**src/rtl/fetch_stage.sv**
```systemverilog
// Instruction fetch stage: holds the fetch PC, issues reads to a 1-cycle
// instruction memory and buffers returned instructions in a 2-entry FIFO for decode.
module fetch_stage #(
    parameter int unsigned      DBITS    = 32,
    parameter int unsigned      INSTBITS = 32,
    parameter int unsigned      INSTSIZE = 4,
    parameter logic [DBITS-1:0] START_PC = 32'h100
) (
    input  logic                clk,
    input  logic                reset,
    output logic [DBITS-1:0]    fe_pc,
    input  logic                bp_flush,
    input  logic [DBITS-1:0]    bp_next_pc,
    output logic                imem_req,
    output logic [DBITS-1:0]    imem_addr,
    input  logic [INSTBITS-1:0] imem_rdata,
    output logic                de_valid,
    input  logic                de_ready,
    output logic [DBITS-1:0]    de_pc,
    output logic [INSTBITS-1:0] de_inst
);

    logic [DBITS-1:0]    pc_q, pc_d;
    logic                inflight_q, inflight_d;
    logic [DBITS-1:0]    inflight_pc_q, inflight_pc_d;
    logic [DBITS-1:0]    fifo_pc_q [2];
    logic [DBITS-1:0]    fifo_pc_d [2];
    logic [INSTBITS-1:0] fifo_inst_q [2];
    logic [INSTBITS-1:0] fifo_inst_d [2];
    logic                rd_ptr_q, rd_ptr_d;
    logic                wr_ptr_q, wr_ptr_d;
    logic [1:0]          count_q, count_d;

    logic                deq;
    logic                enq;
    logic                issue;
    logic [2:0]          credit;

    assign de_valid  = (count_q != 2'd0);
    assign deq       = de_valid & de_ready;
    assign de_pc     = fifo_pc_q[rd_ptr_q];
    assign de_inst   = fifo_inst_q[rd_ptr_q];

    // Occupancy after this cycle's dequeue, counting the response still in flight;
    // issuing only while it is <= 1 guarantees a free slot for every response.
    assign credit    = {1'b0, count_q} + {2'b00, inflight_q} - {2'b00, deq};
    assign issue     = !reset && !bp_flush && (credit <= 3'd1);
    assign enq       = inflight_q && !bp_flush;

    assign imem_req  = issue;
    assign imem_addr = pc_q;
    assign fe_pc     = pc_q;

    always_comb begin
        pc_d          = pc_q;
        inflight_d    = 1'b0;
        inflight_pc_d = inflight_pc_q;
        fifo_pc_d     = fifo_pc_q;
        fifo_inst_d   = fifo_inst_q;
        rd_ptr_d      = rd_ptr_q;
        wr_ptr_d      = wr_ptr_q;
        count_d       = count_q + {1'b0, enq} - {1'b0, deq};

        if (issue) begin
            pc_d          = bp_next_pc;
            inflight_d    = 1'b1;
            inflight_pc_d = pc_q;
        end

        if (enq) begin
            fifo_pc_d[wr_ptr_q]   = inflight_pc_q;
            fifo_inst_d[wr_ptr_q] = imem_rdata;
            wr_ptr_d              = ~wr_ptr_q;
        end

        if (deq) begin
            rd_ptr_d = ~rd_ptr_q;
        end

        // A redirect squashes the buffer and the response arriving now; a
        // same-cycle dequeue counts as consumed.
        if (bp_flush) begin
            pc_d       = bp_next_pc;
            inflight_d = 1'b0;
            count_d    = 2'd0;
            rd_ptr_d   = 1'b0;
            wr_ptr_d   = 1'b0;
        end
    end

    always_ff @(posedge clk) begin
        if (reset) begin
            pc_q          <= START_PC;
            inflight_q    <= 1'b0;
            inflight_pc_q <= '0;
            fifo_pc_q     <= '{default: '0};
            fifo_inst_q   <= '{default: '0};
            rd_ptr_q      <= 1'b0;
            wr_ptr_q      <= 1'b0;
            count_q       <= 2'd0;
        end else begin
            pc_q          <= pc_d;
            inflight_q    <= inflight_d;
            inflight_pc_q <= inflight_pc_d;
            fifo_pc_q     <= fifo_pc_d;
            fifo_inst_q   <= fifo_inst_d;
            rd_ptr_q      <= rd_ptr_d;
            wr_ptr_q      <= wr_ptr_d;
            count_q       <= count_d;
        end
    end

    always_ff @(posedge clk) begin
        if (!reset) begin
            assert (!(enq && (count_q == 2'd2) && !deq))
                else $error("fetch_stage: response arrived with FIFO full");
            if (issue) begin
                assert (bp_next_pc == pc_q + DBITS'(INSTSIZE))
                    else $error("fetch_stage: sequential next PC is not fe_pc+INSTSIZE");
            end
        end
    end

endmodule

```
**config.mk**
```make
export PLATFORM = sky130hd
export DESIGN_NAME = fetch_stage
export DESIGN_NICKNAME = d
export VERILOG_FILES = /design/src/rtl/fetch_stage.sv
export SDC_FILE = /design/constraint.sdc
export NUM_CORES = 1
export LEC_CHECK = 0
export ABC_AREA = 1
export CAP_MARGIN = 10
export CORE_UTILIZATION = 50
export DETAILED_ROUTE_END_ITERATION = 10
export GPL_ROUTABILITY_DRIVEN = 0
export PLACE_DENSITY_LB_ADDON = 0.25
export SETUP_SLACK_MARGIN = 0.15
export SYNTH_ARGS = -nofsm -noshare
export SYNTH_HDL_FRONTEND = slang
export SYNTH_SLANG_ARGS = --single-unit
```
**constraint.sdc**
```tcl
create_clock -name clk -period 5.1 [get_ports clk]
set_input_delay 1.53 -clock clk [delete_from_list [all_inputs] [get_ports clk]]
set_output_delay 1.53 -clock clk [all_outputs]
set_load 0.02 [all_outputs]
```
==> impl_summary.log <==
INFO  metric viasPerCell = 4.89
INFO  metric whs_endpoint = fifo_pc_q[48]$_SDFFE_PP0P_
INFO  metric hold_path.startpoint = fifo_pc_q[48]$_SDFFE_PP0P_
INFO  metric drc_violations = 0
INFO  metric finalSetupViolations = 0
INFO  metric most-common-layout-cells = sky130_fd_sc_hd__nor2_1, sky130_fd_sc_hd__o21ai_0, sky130_fd_sc_hd__dfxtp_1
INFO  metric grt_setup_unrepaired = false
INFO  metric mappedNetlistArea = 0.00830 mm^2
INFO  metric final-instance-count-excl-fill = between 1k and 1.5k
INFO  metric synth_simple_gate_area_share = 17.8%
INFO  metric fraction_of_layout_cells_with_a_size_suffix_above_1 = 8.58%
INFO  metric mappedNetlistNets = 1194
INFO  metric via_count = about 7.3k
INFO  metric cp_data_arrival_time = between 5 and 6 ns
INFO  metric grt.total_usage = 22.6%
INFO  metric die_h = roughly 130 um
INFO  metric flow.area_growth_from_synthesis = 29.1%
INFO  metric power = roughly 3.4 mW
INFO  metric netlist-cell-type-count = 24
INFO  metric cellPowerDensity = between 300 and 400 mW/mm^2
INFO  metric post_synth_inst_count = 1123
INFO  metric grt_pass1_wl = 30300 um
INFO  metric portBuffers = 197
INFO  metric slowest_delay = 0.20 ns
INFO  metric initial_antenna_violation_count = 0
INFO  metric synth_adder_area_share = less than 1%
INFO  metric crit_start = de_ready
INFO  metric drt_iter0_markers = a little over 500
INFO  metric n_diodes = 0
INFO  metric synth.yosys.seq_area_share = between 40% and 50%
INFO  metric required_time_worst_endpoint = ~5.4 ns
INFO  metric antenna_left = 0
INFO  metric cts_tree = done
INFO  metric cts_max_path_buffers = 2
INFO  metric post-route-period-util = 92.6%
INFO  metric drv_slew = 0
INFO  metric power.ir.vdd_worst = about 0.24 mV
INFO  metric worstSetupStartpointType = input pin
INFO  metric post_synth_mux_area_share = 0%
INFO  metric ys_warn_count = 0
INFO  metric slew_worst_pin = ~1.1 ns
INFO  metric slew_headroom = between 20% and 30%
INFO  metric syn_avg_cell_area = 7.39 um^2
INFO  metric routed_wire_length_per_instance = approximately 13 um
INFO  metric clk_pin_slew = 0.06 ns
INFO  metric layout.cells.most_common = sky130_fd_sc_hd__nor2_1
INFO  metric post_dp_cell_area = roughly 0.010 mm^2
INFO  metric detailedPlace.worstSlack = -0.405 ns
INFO  metric core_region_area = 0.0161 mm^2
INFO  metric fillCellCount = between 1k and 1.5k
INFO  metric root_buffer = sky130_fd_sc_hd__clkbuf_16
INFO  metric wirelength = 19200 um
INFO  metric critPathKind = in -> reg
INFO  metric critPathMaxFanout = 2
INFO  metric cts_max_level = 4
INFO  metric dp.cells = between 1k and 1.5k
INFO  metric capture_point_of_the_worst_reg_to_reg_path = count_q[1]$_SDFF_PN0_
INFO  metric min_path_cells = 2
INFO  metric synth_register_bits = 197
INFO  metric synth_compound_area_share = around a fifth
INFO  metric final.setup_skew = ~0.006 ns
INFO  metric numClockSinks = 197
INFO  metric initial_core_util = slightly above 50%
INFO  metric worst_hold_path_type = reg -> reg
INFO  metric grt_start_max_net_pins = around 130
INFO  metric drtPass1Iterations = 7
INFO  metric layout.core_utilization = around 67%
INFO  metric endpoint_kind = register
INFO  metric smallest_setup_slack_after_layout = roughly 0.38 ns
INFO  metric hpwl = roughly 11000 um
INFO  metric max_clock_freq = about 0.21 GHz
INFO  metric design.die.area = between 0.015 and 0.02 mm^2
INFO  metric design.final.nets = between 1k and 1.5k
INFO  metric grt_overflow = 0
INFO  metric cp_slowest_cell = sky130_fd_sc_hd__ha_1
INFO  metric vias_in_the_first_global_route = between 6k and 7k
INFO  metric num_io_pins = 198
INFO  metric worst_r2r_path_depth = 32
INFO  metric row_count = 46
INFO  metric power.leakage = 4.33 nW
INFO  metric worstReg2RegStart = count_q[1]$_SDFF_PN0_
INFO  metric hold_viol_final = 0
INFO  metric synthXorXnorAreaFrac = less than 1%
INFO  metric synth_top_family_by_area = compound AO/OA/AOI/OAI gates
INFO  metric layout_min_cycle_time = 4.72 ns
INFO  metric stdcell_area = 0.0107 mm^2
INFO  metric worstSkewPairLatency = 0.43 ns
INFO  metric cts_made_buffers = 17
INFO  metric max-cap-violations = 0
INFO  metric critical-path-top-cell-by-count = sky130_fd_sc_hd__buf_4
INFO  metric outcome = finished clean
INFO  metric chipWidth = approximately 130 um
INFO  metric r2r_slack = around 0.97 ns
-- cell usage after synthesis --
cell	number	area, um^2
sky130_fd_sc_hd__buf_1	1	3.75
sky130_fd_sc_hd__nand2_4	2	22.5
sky130_fd_sc_hd__nand2_2	2	12.5
sky130_fd_sc_hd__o21ai_0	221	1110
sky130_fd_sc_hd__fa_1	1	20.0
sky130_fd_sc_hd__nor2_2	1	6.26
sky130_fd_sc_hd__ha_1	2	25.0
sky130_fd_sc_hd__buf_2	30	150
sky130_fd_sc_hd__clkbuf_2	2	10.0
sky130_fd_sc_hd__a21oi_1	69	345
sky130_fd_sc_hd__nand3_1	33	165
sky130_fd_sc_hd__a21oi_2	28	245
sky130_fd_sc_hd__o21ai_1	5	25.0
sky130_fd_sc_hd__inv_1	105	394
sky130_fd_sc_hd__nor2_4	1	11.3
sky130_fd_sc_hd__xnor2_1	1	8.76
sky130_fd_sc_hd__nor2_1	226	848
sky130_fd_sc_hd__nand2_1	109	409
sky130_fd_sc_hd__buf_4	42	315
sky130_fd_sc_hd__buf_8	1	15.0
sky130_fd_sc_hd__buf_12	3	60.1
sky130_fd_sc_hd__dfxtp_1	197	3940
sky130_fd_sc_hd__clkbuf_1	35	131
sky130_fd_sc_hd__inv_2	6	22.5
-- report_power, final --
| group | switching, mW | total (mW) | internal, mW | leakage (nW) |
|---|---|---|---|---|
| sequential | 0.0506 | 1.66 | 1.61 | 1.61 |
| combinational | 0.277 | 0.515 | 0.237 | 2.44 |
| clock | 0.561 | 1.27 | 0.711 | 0.278 |
-- worst max-delay path: cells and delay by family --
kind | cells | cell delay [ns]
xor+xnor | 1 | 0.17
fa+ha+maj | 1 | 0.20
buf+inv | 23 | 2.82
simple gates | 6 | 0.33
-- cell type report --
type                            count  area (um^2)  share of cell area (%)
Multi-Input combinational cell    701         3280                    30.6
Tap cell                          216          270                    2.52
Clock buffer                       24          482                    4.50
Clock inverter                      8         73.8                   0.689
Timing Repair Buffer              230         2240                    20.9
Sequential cell                   197         3950                    36.9
Inverter                          111          422                    3.94
-- layer usage --
layer	part of all wire [%]	global-route usage (%)
met1	47	30.6
met2	45	35.3
met3	6.0	5.21
met4	1.4	7.64
met5	0	0
-- metrics by stage --
step | hold WS [ns] | TNS, ns
2_1_floorplan | 0.424 | 0
3_3_place_gp | 0.433 | -0.319
3_5_place_dp | 0.438 | -0.405
4_1_cts | 0.448 | 0
5_1_grt | 0.461 | 0
6_report | 0.447 | 0
-- sequential cells by signal, indices dropped and copies added (netlist names) --
signal	count
fifo_inst_q	64
fifo_pc_q	64
fe_pc	32
inflight_pc_q	32
count_q	2
inflight_q	1
rd_ptr_q	1
wr_ptr_q	1
-- what timing repair did --
item / in CTS / in global routing
buffers inserted: 23 / 0
gates resized for setup: 11 / 4
setup endpoints to repair: 1 / 1
hold buffers: 0 / 0
pin swaps: 3 / 1
-- how the worst max path moves through the flow --
stage	to	slack, ns	depth (start not counted)
after global placement	imem_req	-0.32	13
after detailed placement	imem_req	-0.40	13
after global routing	count_q[1]$_SDFF_PN0_	0.27	31
after floorplan	imem_req	0.59	12
after CTS	imem_req	0.41	13
final	count_q[1]$_SDFF_PN0_	0.38	31
-- logic make-up after synthesis --
| logic type | count (synthesis) |
|---|---|
| AO/OA/AOI/OAI | 323 |
| buffers and inverters | 225 |
| AND/OR/NAND/NOR | 374 |
| flip-flops | 197 |
| adder cells (fa/ha/maj) | 3 |
| XOR/XNOR | 1 |
No activity file was read; power rests on OpenSTA's default activity.
